<file path="config.mk">
export PLATFORM = sky130hd
export DESIGN_NAME = magic_nor_exec
export DESIGN_NICKNAME = d
export VERILOG_FILES = /design/src/rtl/magic_nor_exec.sv
export SDC_FILE = /design/constraint.sdc
export NUM_CORES = 1
export LEC_CHECK = 0
export ABC_AREA = 1
export CORE_ASPECT_RATIO = 1.2
export CORE_MARGIN = 1
export CORE_UTILIZATION = 54
export CTS_CLUSTER_SIZE = 12
export DETAILED_ROUTE_END_ITERATION = 10
export GPL_TIMING_DRIVEN = 0
export PLACE_DENSITY = 0.86
export SLEW_MARGIN = 5
export SYNTH_ARGS = -nofsm -noshare
export SYNTH_HDL_FRONTEND = slang
export SYNTH_SLANG_ARGS = --single-unit
</file>
<file path="constraint.sdc">
create_clock -name clk -period 2.5 [get_ports clk]
set_input_delay 0.625 -clock clk [delete_from_list [all_inputs] [get_ports clk]]
set_output_delay 0.625 -clock clk [all_outputs]
set_load 0.05 [all_outputs]
</file>
<file path="src/rtl/magic_nor_exec.sv">
// ============================================================================
// Module   : magic_nor_exec
// Brief    : Sequential NOR-netlist executor over a MAGIC memristor row.
//            Each nor1/nor2 gate runs as INIT (dst <= 1) then NOR EVAL.
// Revision : 1.0 - initial release
// ============================================================================
`default_nettype none

module magic_nor_exec #(
    parameter int NCELLS = 32,
    parameter int AW     = 5,
    parameter int CW     = 16
) (
    input  logic          clk,
    input  logic          rst,
    input  logic          wr_en,
    input  logic [AW-1:0] wr_addr,
    input  logic          wr_data,
    input  logic          instr_valid,
    output logic          instr_ready,
    input  logic [1:0]    instr_op,
    input  logic [AW-1:0] instr_a,
    input  logic [AW-1:0] instr_b,
    input  logic [AW-1:0] instr_dst,
    input  logic [AW-1:0] rd_addr,
    output logic          rd_data,
    output logic          busy,
    output logic          done,
    output logic          err,
    output logic [CW-1:0] gate_cnt
);

    localparam logic [1:0] c_st_idle = 2'd0;
    localparam logic [1:0] c_st_init = 2'd1;
    localparam logic [1:0] c_st_eval = 2'd2;

    localparam logic [1:0] c_op_nor2 = 2'b01;
    localparam logic [1:0] c_op_halt = 2'b11;

    localparam logic [CW-1:0] c_cnt_max = {CW{1'b1}};

    logic [1:0]        r_state;
    logic [1:0]        w_next_state;
    logic [NCELLS-1:0] r_cells;
    logic [AW-1:0]     r_a;
    logic [AW-1:0]     r_b;
    logic [AW-1:0]     r_dst;
    logic              r_is_nor2;
    logic              r_done;
    logic              r_err;
    logic              r_rd_data;
    logic [CW-1:0]     r_gate_cnt;

    logic w_accept;
    logic w_is_gate;
    logic w_inplace;
    logic w_start;
    logic w_eval_bit;

    assign w_accept   = instr_valid & instr_ready;
    assign w_is_gate  = w_accept & ~instr_op[1];
    // MAGIC cannot evaluate onto one of its own inputs; such gates are dropped.
    assign w_inplace  = w_is_gate & ((instr_dst == instr_a) |
                        ((instr_op == c_op_nor2) & (instr_dst == instr_b)));
    assign w_start    = w_is_gate & ~w_inplace;
    assign w_eval_bit = r_cells[r_dst] & ~(r_cells[r_a] | (r_is_nor2 & r_cells[r_b]));

    always_ff @(posedge clk or posedge rst) begin
        if (rst) begin
            r_state <= c_st_idle;
        end else begin
            r_state <= w_next_state;
        end
    end

    always_comb begin
        w_next_state = r_state;
        case (r_state)
            c_st_idle: if (w_start) w_next_state = c_st_init;
            c_st_init: w_next_state = c_st_eval;
            c_st_eval: w_next_state = c_st_idle;
            default:   w_next_state = c_st_idle;
        endcase
    end

    // Ready is masked by rst so it reads low for the whole reset window.
    always_comb begin
        instr_ready = (r_state == c_st_idle) & ~rst;
        busy        = (r_state == c_st_init) | (r_state == c_st_eval);
    end

    always_ff @(posedge clk or posedge rst) begin
        if (rst) begin
            r_cells    <= '0;
            r_a        <= '0;
            r_b        <= '0;
            r_dst      <= '0;
            r_is_nor2  <= 1'b0;
            r_done     <= 1'b0;
            r_err      <= 1'b0;
            r_rd_data  <= 1'b0;
            r_gate_cnt <= '0;
        end else begin
            r_done    <= w_accept & (instr_op == c_op_halt);
            r_rd_data <= r_cells[rd_addr];
            if (w_inplace) begin
                r_err <= 1'b1;
            end
            if (w_start) begin
                r_a       <= instr_a;
                r_b       <= instr_b;
                r_dst     <= instr_dst;
                r_is_nor2 <= (instr_op == c_op_nor2);
            end
            case (r_state)
                c_st_idle: begin
                    if (wr_en) begin
                        r_cells[wr_addr] <= wr_data;
                    end
                end
                c_st_init: begin
                    r_cells[r_dst] <= 1'b1;
                end
                c_st_eval: begin
                    r_cells[r_dst] <= w_eval_bit;
                    if (r_gate_cnt != c_cnt_max) begin
                        r_gate_cnt <= r_gate_cnt + CW'(1);
                    end
                end
                default: ;
            endcase
        end
    end

    assign rd_data  = r_rd_data;
    assign done     = r_done;
    assign err      = r_err;
    assign gate_cnt = r_gate_cnt;

endmodule

`default_nettype wire

</file>
Word level (Yosys, flattened, before mapping)
Cells that the tools add are included.

cells by class
  add/subtract/negate cells = 1
  $mul = 0
  divide/modulo/power cells = 0
  $lt $le $gt $ge = 7
  equal/unequal tests = 9
  shifts and indexed selects = 0
  multiplexer cells = 18
  bitwise logic cells = 17
  reductions and logical operators = 6

operator list
  operator                 number
  $pmux W32 S3             1
  $bwmux W32               2
  $mux W32                 1
  $or A32 B32 Y32          1
  $lt A5 B6 Y1 const B     5
  $bmux W1 S5              4
  $add A16 B1 Y16 const B  1
  $ne A16 B16 Y1 const B   1
  $demux W1 S5             2
  $eq A5 B5 Y1             2
  $ge A5 B1 Y1 const B     2
  $and A1 B1 Y1            9
  $mux W1                  6
  $eq A2 B1 Y1 const B     2
  $eq A2 B2 Y1 const B     2
  $ne A2 B2 Y1 const B     2
  $not A1 Y1               4
  $pmux W2 S2              1
  $reduce_and A2 Y1        2
  $or A1 B1 Y1             3
  $reduce_bool A3 Y1       1
  $logic_and A1 B1 Y1      2
  $logic_not A2 Y1         1
  $mux W2                  1

storage, ports and cells
  register bits after elaboration = 69
  bits in latches = 0
  RAM bits = 0
  bits in read-only memories = 0
  input port bits = 32
  output and inout port bits = 21
  memories = 0

Longest topological paths before layout
  depth after elaboration = 9
  mapped depth = 18

Worst setup path after synthesis
Ideal clock, no wire load.

  path type = reg-to-reg
  start = reg r_state[0]
  end = reg r_b[0]
  setup time = 0.131 ns
  data arrival time = 2.183 ns
  slack = 0.186 ns
  stages on the path, launching flop included = 11
  path buffers = 1
  clock period less this slack = 2.314 ns
  path through = dfrtp_1 > inv_1 > ha_1 > inv_1 > nor2_1 > nand2_1 > nor2_1 > nand3_1 > clkbuf_1 > nor2_1 > a21oi_1

on the way
  longest elaborated chain between the ends = 7

ends and longest elaborated chain
  what                      RTL line  text
  start: declaration        42        logic [1:0] r_state;
  start signal: assignment  70        r_state <= c_st_idle;
  start signal: assignment  72        r_state <= w_next_state;
  $logic_not A2 Y1 *        88        instr_ready = (r_state == c_st_idle) & ~rst;
  $and A1 B1 Y1 *           88
  named net instr_ready     20        output logic instr_ready,
  $and A1 B1 Y1 *           60        assign w_accept = instr_valid & instr_ready;
  $and A1 B1 Y1 *           61        assign w_is_gate = w_accept & ~instr_op[1];
  $and A1 B1 Y1             63        assign w_inplace = w_is_gate & ((instr_dst == instr_a) |
  $not A1 Y1                65        assign w_start = w_is_gate & ~w_inplace;
  $and A1 B1 Y1 *           65
  end signal: assignment    111       r_b <= instr_b;
  end: declaration          46        logic [AW-1:0] r_b;

Mark *: on every way through the listed nets, which the timed path passes. The rest lies on a longest branch.
A chain may end at the register's enable or synchronous reset.

Worst setup path after layout
  start = reg r_state[1]
  end = out busy

on the way
  longest elaborated chain between the ends = 2

ends and longest elaborated chain
  what                                                 RTL line  text
  $eq A2 B1 Y1 / $eq A2 B2 Y1 (equally long branches)  89        busy = (r_state == c_st_init) | (r_state == c_st_eval);
  $or A1 B1 Y1 *                                       89
  end: declaration                                     27        output logic busy,

Every way passes the cells marked *; elsewhere a longest branch is shown, timed or not.

==> results.txt <==
The element type at the critical path end is an output port. The leakage component of the power is 3.43 nW. The critical path goes through inv_1 > ha_1 > dlygate4sd2_1.

The clock input transition at the sequential cells of the worst setup and hold paths is 0.06 ns. The floorplan die width is 98.1 um. Setup repair after global routing left no endpoint under its margin.

After detailed routing, the average wire length per cell comes to 15.0 um. The total of max-cap violations is 0. The H-tree was split into 3 levels. CTS placed an instance of sky130_fd_sc_hd__clkbuf_16 at the clock tree root. The floorplan has 41 rows. After detailed routing, the number of remaining DRC violations is 2. The routability-driven placement congestion ratio is 0.996. The number of pins exceeding their max-slew limit in the final report is 0. In this run the worst path has a maximum fanout of 4.

After detailed routing, the total wire length is 17900 um. The via count is 6666. The post-route worst setup slack is 0.0671 ns. The maximum single-stage delay on the critical path is 0.56 ns. The final sum of negative setup slack came out at 0 ns.

Counting flops with an async set or reset pin after synthesis yields a share of 100%. The transition time at the pin with the least slew margin came out at 0.518 ns. The time the final worst path needs with I/O delays and setup is 2.43 ns. The synthesized area came out at 5990 sq um. The starting density of the core is 56.1%. The number of placed I/O pins came out at 53. The number of buffers on the longest clock path is 2. With fillers left out, the area of the finished cells amounts to 7030 sq um.

The final antenna diode count came out at 0. The height of the die came out at 117 um. The wire-length estimate of the detail-placed layout is 13100 um. The kind of path behind the tightest hold check is flip-flop to flip-flop. The CTS tree is yes. Before CTS, the worst setup slack after placement is -0.198 ns. The pin count of the biggest net entering global routing is 50. The share of the cycle needed by the critical path after routing is 97.3%.

In this run the mean area of a mapped cell was 6.01 sq um. The number of flip-flops and latches in the synthesized netlist is 69. The number of distinct standard cells referenced by the synthesized netlist came out at 35.

The share of the yosys chip area belonging to registers came out at 28.8%. Clock latency on the worst-skew pair, taken at its later pin, is 0.34 ns. Cells with a size suffix above 1 make up 10.2% of the layout. The filler cells instantiated in the layout total 936. The power per cell area came out at 1460 nW/um^2. The number of warnings reported in the yosys synthesis log is 0. The number of buffers added to fix hold violations after cts came out at 0. Headroom to the max-slew limit came out at 65.4%. The post-detailed-route via-to-cell ratio is 5.58. The number of buffers and inverters on the critical path came out at 2.

The initial antenna violation count came out at 0. The synthesis-to-finish area growth came out at 17.4%. The residual antenna-violating net count after detailed routing is 0. The flow ran to the end, but the final reports show violations. STA classifies the critical path startpoint as a flip-flop. The worst clock skew on the final layout came out at 0.00821 ns.

The placeable core region came out at 10700 sq um. Data arrives at the worst endpoint at 1.81 ns. When the netlist entered floorplanning its net count stood at 1035. For this run, the total global-route usage over all layers was measured as 32.0%. During placement, the flow inserted port buffers numbering 52.

The post-layout instance count excluding filler cells came out at 1195. Broken down by cell family, the worst path's largest delay share belongs to buffers and inverters. The net count of the finished layout came out at 1099. The synthesized instance count is 997. The leading register cell type out of synthesis is sky130_fd_sc_hd__dfrtp_1.

In this run, the number of DRC markers left after iteration 0 of detailed routing was 637. The setup path with the least slack is of type flip-flop to output port. The highest clock frequency the design can meet came out at 411 MHz.

In this run the cell area measured after placement is 6700 sq um. The number of endpoints failing setup at the final stage came out at 0. The number of placed cells counting well taps came out at 1179.

The number of detailed-routing iterations run before antenna repair is 9. The clock sink count came out at 69. VDD sags by at most 0.000914 V. The number of buffers created by CTS is 9. Across all hold checks on the routed design, the worst slack comes to 0.453 ns. The wire length of the first global-routing pass is 29300 um.

The floorplan step defined a die boundary enclosing 11500 sq um. The required time at the endpoint of the critical path came out at 1.88 ns. The total overflow left after global routing is 0. The slowest stage of the critical path is the sky130_fd_sc_hd__dlygate4sd2_1 cell. The via count of the first global-routing pass is 6097.

The final reports fail on design-rule violations. The hold violation total from the final report is 0. The number of enable-type register cells in the synthesized netlist came out at 0.
## worst reg2reg max path: stages, from the launching register on
cell	delay [ns]
sky130_fd_sc_hd__dfrtp_1	0.37
sky130_fd_sc_hd__inv_1	0.11
sky130_fd_sc_hd__ha_1	0.41
sky130_fd_sc_hd__clkbuf_1	0.26
sky130_fd_sc_hd__nor2_2	0.36
sky130_fd_sc_hd__clkbuf_1	0.44
sky130_fd_sc_hd__nor2_1	0.15
sky130_fd_sc_hd__a21oi_2	0.22
## through the flow
stage	power [mW]	util, %
after CTS	10.1	65.9
after global routing	11.1	65.9
after floorplan	7.01	-
after global placement	8.54	62.5
after detailed placement	8.66	62.8
final	10.3	65.9
## layout by cell type (no fill, tap or decap), types with 7 or more instances in the layout
cell type,instances
sky130_fd_sc_hd__nor2_1,220
sky130_fd_sc_hd__clkdlybuf4s50_1,50
sky130_fd_sc_hd__nor3_1,14
sky130_fd_sc_hd__o21ai_0,74
sky130_fd_sc_hd__nand3_1,55
sky130_fd_sc_hd__xnor2_1,8
sky130_fd_sc_hd__a21oi_2,30
sky130_fd_sc_hd__buf_4,7
sky130_fd_sc_hd__clkbuf_1,18
sky130_fd_sc_hd__nand2_1,249
sky130_fd_sc_hd__inv_1,115
sky130_fd_sc_hd__a21oi_1,33
sky130_fd_sc_hd__xor2_1,10
sky130_fd_sc_hd__buf_2,9
sky130_fd_sc_hd__nand2_2,31
sky130_fd_sc_hd__clkbuf_16,9
sky130_fd_sc_hd__o21ai_1,13
sky130_fd_sc_hd__dfrtp_1,69
## final cells by class
type / count / area [sq um] / area share, %
plain buffers: 41 / 241 / 3.43
clock buffers: 10 / 239 / 3.40
clock inverters: 6 / 92.6 / 1.32
inverters: 120 / 455 / 6.48
multi-input cells: 767 / 3570 / 50.8
flip-flops and latches: 69 / 1730 / 24.6
well taps: 129 / 161 / 2.30
repair buffers: 53 / 542 / 7.71
## Yosys cell counts, types with 2 or more instances
| master | count | area, sq um |
|---|---|---|
| sky130_fd_sc_hd__nand2_2 | 31 | 194 |
| sky130_fd_sc_hd__nor2_1 | 221 | 830 |
| sky130_fd_sc_hd__inv_2 | 2 | 7.51 |
| sky130_fd_sc_hd__o21ai_0 | 74 | 370 |
| sky130_fd_sc_hd__nand4_1 | 3 | 18.8 |
| sky130_fd_sc_hd__nand2_1 | 249 | 935 |
| sky130_fd_sc_hd__nand3_1 | 55 | 275 |
| sky130_fd_sc_hd__buf_2 | 9 | 45.0 |
| sky130_fd_sc_hd__nor3_1 | 14 | 70.1 |
| sky130_fd_sc_hd__dfrtp_1 | 69 | 1730 |
| sky130_fd_sc_hd__o22ai_1 | 3 | 18.8 |
| sky130_fd_sc_hd__a21oi_1 | 33 | 165 |
| sky130_fd_sc_hd__clkbuf_1 | 19 | 71.3 |
| sky130_fd_sc_hd__xnor2_1 | 8 | 70.1 |
| sky130_fd_sc_hd__a21oi_2 | 30 | 263 |
| sky130_fd_sc_hd__o211ai_1 | 4 | 30.0 |
| sky130_fd_sc_hd__inv_1 | 116 | 435 |
| sky130_fd_sc_hd__o21ai_1 | 13 | 65.1 |
| sky130_fd_sc_hd__buf_6 | 5 | 56.3 |
| sky130_fd_sc_hd__buf_4 | 7 | 52.6 |
| sky130_fd_sc_hd__ha_1 | 6 | 75.1 |
| sky130_fd_sc_hd__xor2_1 | 10 | 87.6 |
| sky130_fd_sc_hd__o21a_1 | 4 | 30.0 |
## power by group
group | switching (mW) | internal [mW] | total (mW) | leakage, nW
clock network | 0.516 | 0.907 | 1.42 | 0.156
registers | 0.731 | 1.59 | 2.32 | 0.837
logic | 4.28 | 2.25 | 6.53 | 2.44
total | 5.53 | 4.75 | 10.3 | 3.43
## cells by family after synthesis
group                    after synthesis  synth area share [%]
AND/OR/NAND/NOR                      576                  39.1
AO/OA/AOI/OAI                        167                  16.6
adder cells (fa/ha/maj)                6                  1.25
buffers and inverters                161                  11.6
flip-flops                            69                  28.8
XOR/XNOR                              18                  2.63
## routing by layer
metal	share of wire (%)	track usage (%)	up-vias
met5	0	0	-
met4	5.9	19.3	0
met3	7.6	5.72	91
met2	47	53.3	301
met1	39	38.4	3020
li1	-	-	3254
## final timing paths
| check | from | end | slack [ns] | cells past startpoint |
|---|---|---|---|---|
| setup / recovery | r_state[1] | busy | 0.07 | 3 |
| hold / removal | err | err | 0.45 | 1 |
| setup reg to reg | r_state[0] | flip-flop | 0.11 | 7 |
| hold reg to reg | err | err | 0.45 | 1 |
| max in group asynchronous | rst | async pin | 1.33 | 3 |
| min in group asynchronous | rst | err | 0.62 | 2 |
## what timing repair did
action                     CTS  global route
buffers inserted             0             0
gates resized for setup      2             5
hold endpoints to repair     0             0
setup endpoints to repair    2            14
Note: power is estimated with default switching activity, not from simulation.
